### src/rtl/axum_ctx_xfer.sv
// Context copy engine: moves NumWords register-context words from a source window
// to a destination window, one read then one write per word, one transaction outstanding.
module axum_ctx_xfer #(
    parameter int DataWidth    = 32,
    parameter int AddressWidth = 32,
    parameter int NumWords     = 31,
    parameter int FirstReg     = 1
) (
    input  logic                      clk_i,
    input  logic                      rst_ni,
    input  logic                      start_i,
    input  logic [AddressWidth-1:0]   src_base_i,
    input  logic [AddressWidth-1:0]   dst_base_i,
    output logic                      busy_o,
    output logic                      done_o,
    output logic                      err_o,
    output logic                      m_req_o,
    input  logic                      m_gnt_i,
    output logic [AddressWidth-1:0]   m_addr_o,
    output logic                      m_we_o,
    output logic [DataWidth/8-1:0]    m_be_o,
    output logic [DataWidth-1:0]      m_wdata_o,
    input  logic                      m_rvalid_i,
    input  logic [DataWidth-1:0]      m_rdata_i,
    input  logic                      m_err_i
);

    localparam int KW = (NumWords > 1) ? $clog2(NumWords) : 1;

    typedef enum logic [2:0] {
        IDLE    = 3'd0,
        RD_REQ  = 3'd1,
        RD_WAIT = 3'd2,
        WR_REQ  = 3'd3,
        WR_WAIT = 3'd4
    } state_e;

    state_e                    r_state;
    logic [KW-1:0]             r_k;
    logic [AddressWidth-1:0]   r_src;
    logic [AddressWidth-1:0]   r_dst;
    logic [AddressWidth-1:0]   r_addr;
    logic                      r_we;
    logic [DataWidth-1:0]      r_data;
    logic                      r_done;
    logic                      r_err;
    logic [KW-1:0]             w_k_next;
    logic                      w_last;

    // Byte offset of word k inside a window; wraps modulo 2^AddressWidth.
    function automatic logic [AddressWidth-1:0] word_off(input logic [KW-1:0] k);
        logic [AddressWidth-1:0] idx;
        idx = AddressWidth'(FirstReg) + AddressWidth'(k);
        return idx << 2;
    endfunction

    assign w_k_next = r_k + KW'(1);
    assign w_last   = (r_k == KW'(NumWords - 1));

    // Handshake: a request is accepted on a cycle where m_req_o and m_gnt_i are both
    // high; its single response is the next cycle with m_rvalid_i high (m_err_i qualifies it).
    always_ff @(posedge clk_i or negedge rst_ni) begin
        if (!rst_ni) begin
            r_state <= IDLE;
            r_k     <= '0;
            r_src   <= '0;
            r_dst   <= '0;
            r_addr  <= '0;
            r_we    <= 1'b0;
            r_data  <= '0;
            r_done  <= 1'b0;
            r_err   <= 1'b0;
        end else begin
            r_done <= 1'b0;
            case (r_state)
                IDLE: begin
                    if (start_i) begin
                        r_src   <= src_base_i;
                        r_dst   <= dst_base_i;
                        r_k     <= '0;
                        r_err   <= 1'b0;
                        r_addr  <= src_base_i + word_off('0);
                        r_we    <= 1'b0;
                        r_state <= RD_REQ;
                    end
                end
                RD_REQ: begin
                    if (m_gnt_i) r_state <= RD_WAIT;
                end
                RD_WAIT: begin
                    if (m_rvalid_i) begin
                        if (m_err_i) begin
                            r_err   <= 1'b1;
                            r_done  <= 1'b1;
                            r_state <= IDLE;
                        end else begin
                            r_data  <= m_rdata_i;
                            r_addr  <= r_dst + word_off(r_k);
                            r_we    <= 1'b1;
                            r_state <= WR_REQ;
                        end
                    end
                end
                WR_REQ: begin
                    if (m_gnt_i) r_state <= WR_WAIT;
                end
                WR_WAIT: begin
                    if (m_rvalid_i) begin
                        if (m_err_i) begin
                            r_err   <= 1'b1;
                            r_done  <= 1'b1;
                            r_state <= IDLE;
                        end else if (w_last) begin
                            r_done  <= 1'b1;
                            r_state <= IDLE;
                        end else begin
                            r_k     <= w_k_next;
                            r_addr  <= r_src + word_off(w_k_next);
                            r_we    <= 1'b0;
                            r_state <= RD_REQ;
                        end
                    end
                end
                default: r_state <= IDLE;
            endcase
        end
    end

    // Request and busy decode from state alone so reset removes them at once.
    assign m_req_o   = (r_state == RD_REQ) || (r_state == WR_REQ);
    assign busy_o    = (r_state != IDLE);
    assign m_addr_o  = r_addr;
    assign m_we_o    = r_we;
    assign m_wdata_o = r_data;
    assign m_be_o    = '1;
    assign done_o    = r_done;
    assign err_o     = r_err;

endmodule

### config.mk
export PLATFORM = sky130hd
export DESIGN_NAME = axum_ctx_xfer
export DESIGN_NICKNAME = d
export VERILOG_FILES = /design/src/rtl/axum_ctx_xfer.sv
export SDC_FILE = /design/constraint.sdc
export NUM_CORES = 1
export LEC_CHECK = 0
export BUFFER_PORTS_ARGS = -buffer_cell sky130_fd_sc_hd__buf_2
export CAP_MARGIN = 20
export CORE_MARGIN = 5
export CORE_UTILIZATION = 40
export DETAILED_ROUTE_END_ITERATION = 16
export RECOVER_POWER = 100
export SYNTH_ARGS = -nofsm -noshare
export SYNTH_HDL_FRONTEND = slang
export SYNTH_SLANG_ARGS = --single-unit
### constraint.sdc
create_clock -name clk_i -period 4.5 [get_ports clk_i]
set_input_delay 0.9 -clock clk_i [delete_from_list [all_inputs] [get_ports clk_i]]
set_output_delay 0.9 -clock clk_i [all_outputs]
set_load 0.02 [all_outputs]
### Yosys cells after proc, flatten, opt, wreduce, memory -nomap -nowiden

Cells that the tools add are included.

| cells by class | value |
|---|---|
| $add $sub $neg | 6 |
| equal/unequal tests | 15 |
| reduce and logical (&&, ||, !) cells | 13 |
| bitwise operators | 1 |
| muxes and demuxes | 37 |

Operators by type and width:

| operator | number |
|---|---|
| $mux W32 | 6 |
| $pmux W32 S3 | 1 |
| $add A32 B8 Y32 | 2 |
| $add A32 B3 Y32 const B | 1 |
| $mux W5 | 4 |
| $ne A2 B2 Y1 const B | 8 |
| $mux W1 | 15 |
| $mux W3 | 5 |
| $pmux W3 S5 | 1 |
| $add A1 B5 Y6 const A | 2 |
| $pmux W5 S2 | 1 |
| $reduce_and A5 Y1 | 2 |
| $reduce_and A7 Y1 | 1 |
| $eq A3 B2 Y1 const B | 2 |
| $reduce_bool A3 Y1 | 2 |
| $add A5 B1 Y5 const B | 1 |
| $eq A5 B5 Y1 const B | 1 |
| $ne A2 B1 Y1 const B | 2 |
| $pmux W1 S2 | 2 |
| $reduce_and A4 Y1 | 1 |
| $reduce_bool A2 Y1 | 2 |
| $eq A3 B1 Y1 const B | 1 |
| $eq A3 B3 Y1 const B | 1 |
| $logic_not A3 Y1 | 1 |
| other kinds (7) | 7 |

| word-level totals | value |
|---|---|
| bits of input ports | 102 |
| word-level logic and storage cells | 81 |
| output and inout bits | 73 |
| flip-flop bits (word level) | 139 |

### Longest topological paths before layout

| depth | value |
|---|---|
| depth after elaboration | 7 |
| depth in mapped cells | 13 |

### Worst setup path after synthesis

OpenSTA, ideal clock, no wires.

| timing | value |
|---|---|
| path kind | reg2reg |
| start | register r_k[0] |
| end | register r_addr[22] (netlist: m_addr_o[22]) |
| buffers on the path | 1 |
| data arrival time | 2.956 ns |
| data required time | 4.358 ns |
| stages on the path, launching flop included | 14 |
| slack | 1.402 ns |
| clock period less this slack | 3.098 ns |
| path through | dfrtp_1 > inv_1 > ha_1 > nor3_1 > a21oi_1 > xnor2_1 > ha_1 > nand3_1 > o21bai_1 > buf_1 > a2111oi_0 > xor2_1 > a22oi_1 > a31oi_1 |

| on the way | value |
|---|---|
| word-level cells in the longest chain between the ends | 7 |
| elaborated cells on any way between the ends | 14 |
| those cells by class | add/sub (5); eq/ne (2); mux (6); reduce/logical (1) |

RTL lines:

| what | line | source |
|---|---|---|
| start, declared | 39 | `logic [KW-1:0] r_k;` |
| start signal, assigned | 117 | `r_k <= w_k_next;` |
| $add A5 B1 Y5 | 57 | `assign w_k_next = r_k + KW'(1);` |
| $add A1 B5 Y6 | 53 | `idx = AddressWidth'(FirstReg) + AddressWidth'(k);` |
| $add A32 B8 Y32 | 118 | `r_addr <= r_src + word_off(w_k_next);` |
| $mux W32 | 113 | `end else if (w_last) begin` |
| $mux W32 | 109 | `if (m_err_i) begin` |
| $mux W32 | 108 | `if (m_rvalid_i) begin` |
| $pmux W32 S3 | 75 | `case (r_state)` |
| end signal, assigned | 82 | `r_addr <= src_base_i + word_off('0);` |
| end signal, assigned | 98 | `r_addr <= r_dst + word_off(r_k);` |
| end signal, assigned | 118 |  |
| end, declared | 42 | `logic [AddressWidth-1:0] r_addr;` |

Parallel ways exist; a longest one is shown, timed or not. The select of a mux whose other input is x is not followed.
A chain may end at the register's enable or synchronous reset.

### Worst setup path in the final report

| timing | value |
|---|---|
| start | register r_k[0] |
| end | register r_addr[0] (netlist: m_addr_o[0]) |

| on the way | value |
|---|---|
| word-level cells in the longest chain between the ends | 3 |

RTL lines:

| what | line | source |
|---|---|---|
| $eq A5 B5 Y1 | 58 | `assign w_last = (r_k == KW'(NumWords - 1));` |
| $ne A2 B2 Y1 (no source line) | n/a |  |
| $reduce_and A7 Y1 (no source line) | n/a |  |

No other way between the ends.

==> results.tsv <==
stage	metric	value	unit
clock_network	Max H-tree Level	4	
outcome	outcome	finished, violations left	
die	IO Pins	175	
die	starting density of the core	40.9	%
worst_setup_path	CP top delay family	compound AO/OA/AOI/OAI gates	
outcome	failing checks	capacitance limit, slew limit	
timing	Max Slew Vio Count	196	
clock_network	Hold Buf Count CTS	0	
timing	hold_ws	0.423	ns
synth	synth top area cells	dfrtp_1, mux2_2, xnor2_1	
timing	Finish-stage setup viols	0	
timing	Final Cycle Share	84.0	%
worst_setup_path	Setup CP Type	reg -> reg	
detailed_routing	Vias/cell	5.45	
timing	Fmax	265	MHz
die	Site Rows	51	
cells_and_area	Layout Utilization	49.1	%
placement	placer congestion estimate	0.901	
timing	TNS Setup	0	ns
cells_and_area	area occupied by multi-input gates	0.00427	mm2
clock_network	Num CTS Buffers	17	
synth	synth cell count leaders	dfrtp_1, mux2_2, nand2_1	
clock_network	clock tree buffer depth	2	
synth	most common cell in the netlist	dfrtp_1	
power	leakage	3.94	nW
global_routing	largest net degree at the start of global routing	108	
cells_and_area	register area	0.00348	mm2
global_routing	initial antenna violation count	1	
clock_network	Clock Latency Late Sink	0.43	ns
placement	DP HPWL	16.9	mm
cells_and_area	final cell count without fillers	1217	
global_routing	total global routing overflow	0	
synth	Synth top area share	43.4	%
job	max_cap viols	4	
clock_network	clock-pin slew on the worst setup and hold paths	0.07	ns
synth	Synth Instances	778	
detailed_routing	WL final	22.8	mm
cells_and_area	post-route design area	0.00961	mm2
synth	register area share after synthesis	43.4	%
clock_network	# Post-CTS Setup Buffers	0	
synth	Yosys reg bits	139	
clock_network	CTS tree	yes	
die	Core Area	0.0196	mm2
synth	Main synth FF type	dfrtp_1	
detailed_routing	vias	6631	
global_routing	vias in the first global route	6613	
timing	Max Clock Skew	0.00914	ns
min_path	worst min path class	in -> async	
power	Pwr Density	698	mW/mm2
worst_setup_path	Worst path slowest cell	o21ai_0	
synth	Yosys top cell by area	dfrtp_1	
cells_and_area	layout cells sized above 1	25.2	%
cells_and_area	post-layout net count	1059	
synth	Yosys cell types	56	
detailed_routing	Detail Route Antenna Nets	0	
timing	worst slew pin tran	2.82	ns
timing	Final Hold Fails	0	
timing	Worst slew margin	-90.2	%
placement	# placed instances	1183	
timing	minimum clock period after layout	3.78	ns
clock_network	Root Driver	clkbuf_16	
worst_setup_path	Max FO, Critical Path	24	
detailed_routing	Avg WL per Cell	18.7	um
global_routing	first-pass GRT wire length	36.3	mm
die	Die W	152	um
worst_setup_path	Setup crit end kind	flip-flop	
worst_setup_path	critical path buffer and inverter count	1	
worst_setup_path	CP required	4.68	ns
worst_setup_path	most used cell, CP	o21ai_0	
power	VDD IR max	0.330	mV
clock_network	Post-CTS Resized	0	
worst_setup_path	Critical Path Start Type	flip-flop	
worst_setup_path	crit-path cells	inv_1 -> ha_1 -> a41o_1 -> nor2_1 -> o21ai_0 -> o21ai_0	
timing	Worst Slack Setup Final	0.719	ns
die	die area	0.0230	mm2
detailed_routing	drt pass-1 iters	6	
detailed_routing	DRT iter0 DRCs	615	
worst_setup_path	CP arrival	3.96	ns
synth	async set-reset flop share out of synthesis	100	%
cells_and_area	area growth from synthesis to layout	19.9	%
synth	Yosys warnings	0	
placement	dpl ws	0.965	ns
cells_and_area	FILL cells	1880	
synth	Syn Std Cell Area	0.00802	mm2
synth	number of enable flip-flop cells after synthesis	0	
placement	Port Buffer Count	170	
power	Final Total Pwr	6.70	mW
worst_setup_path	CP max stage delay	2.12	ns
synth	average size of a mapped cell	10.3	um2
clock_network	clk sinks	139	
detailed_routing	# DRC	0	
placement	Area after DPL	0.00914	mm2
timing	RSZ-0062 raised after global routing	false	
global_routing	gr usage total	20.5	%
die	Die Y	152	um
## cell usage in the layout (no fill, tap or decap), drive strengths merged, types with 8 or more instances in the layout
cell / n
nand3: 25
inv: 29
nor2: 24
nor3: 10
nand2: 72
nor4: 9
clkbuf: 93
xnor2: 43
a211oi: 10
ha: 17
and3: 11
buf: 107
mux2: 91
a21oi: 30
nand4: 17
dfrtp: 139
o211ai: 8
a2111oi: 10
o21ai: 47
xor2: 43
o22ai: 19
o22a: 16
## sequential cells by signal, summed over array words and instances (netlist names)
| register | flops |
|---|---|
| r_dst | 32 |
| r_src | 32 |
| r_state | 3 |
| m_wdata_o | 32 |
| err_o | 1 |
| m_we_o | 1 |
| m_addr_o | 32 |
| r_k | 5 |
| done_o | 1 |
## metal layers
layer	GRT usage, %	wire length, um
met3	5.03	1640
met5	0	0
met1	29.6	10600
met2	30.3	10100
met4	6.06	363
## worst paths after layout
kind / startpoint / end / slack (ns) / depth (start not counted)
max reg2reg: r_k[0] / m_addr_o[0] / 0.72 / 6
min reg2reg: m_addr_o[16] / m_addr_o[16] / 0.48 / 2
min: rst_ni / m_wdata_o[18] / 0.42 / 1
max in group asynchronous: rst_ni / r_src[10] / 1.23 / 3
min in group clk_i: m_addr_o[16] / m_addr_o[16] / 0.48 / 2
max: r_k[0] / m_addr_o[0] / 0.72 / 6
## power by group
group | total [mW] | leakage [nW] | switching (mW) | internal (mW)
logic | 2.74 | 1.98 | 1.59 | 1.15
clock network | 1.50 | 0.304 | 0.648 | 0.852
registers | 2.46 | 1.66 | 0.599 | 1.86
total | 6.70 | 3.94 | 2.84 | 3.87
## worst register-to-register path: stages (launching register included)
cell	delay, ns
dfrtp_1	0.47
inv_1	0.16
ha_1	0.16
a41o_1	0.19
nor2_1	0.05
o21ai_0	2.12
o21ai_0	0.38
## cell type report
| class | count | share of cell area [%] |
|---|---|---|
| Inverter | 18 | 0.703 |
| Timing Repair Buffer | 183 | 8.77 |
| Sequential cell | 139 | 36.2 |
| Clock buffer | 17 | 4.43 |
| Clock inverter | 15 | 2.03 |
| Multi-Input combinational cell | 579 | 44.4 |
| Tap cell | 265 | 3.45 |
| Antenna cell | 1 | 0.0260 |
## cells by family after synthesis
family | after synthesis | synth area share, %
compound gates | 181 | 15.5
xor+xnor | 86 | 9.39
fa+ha+maj | 20 | 3.28
buf+inv | 63 | 3.23
flops | 139 | 43.4
mux | 93 | 13.0
other cells | 1 | 0.0468
simple gates | 195 | 12.1
Note: power is estimated with default switching activity, not from simulation.
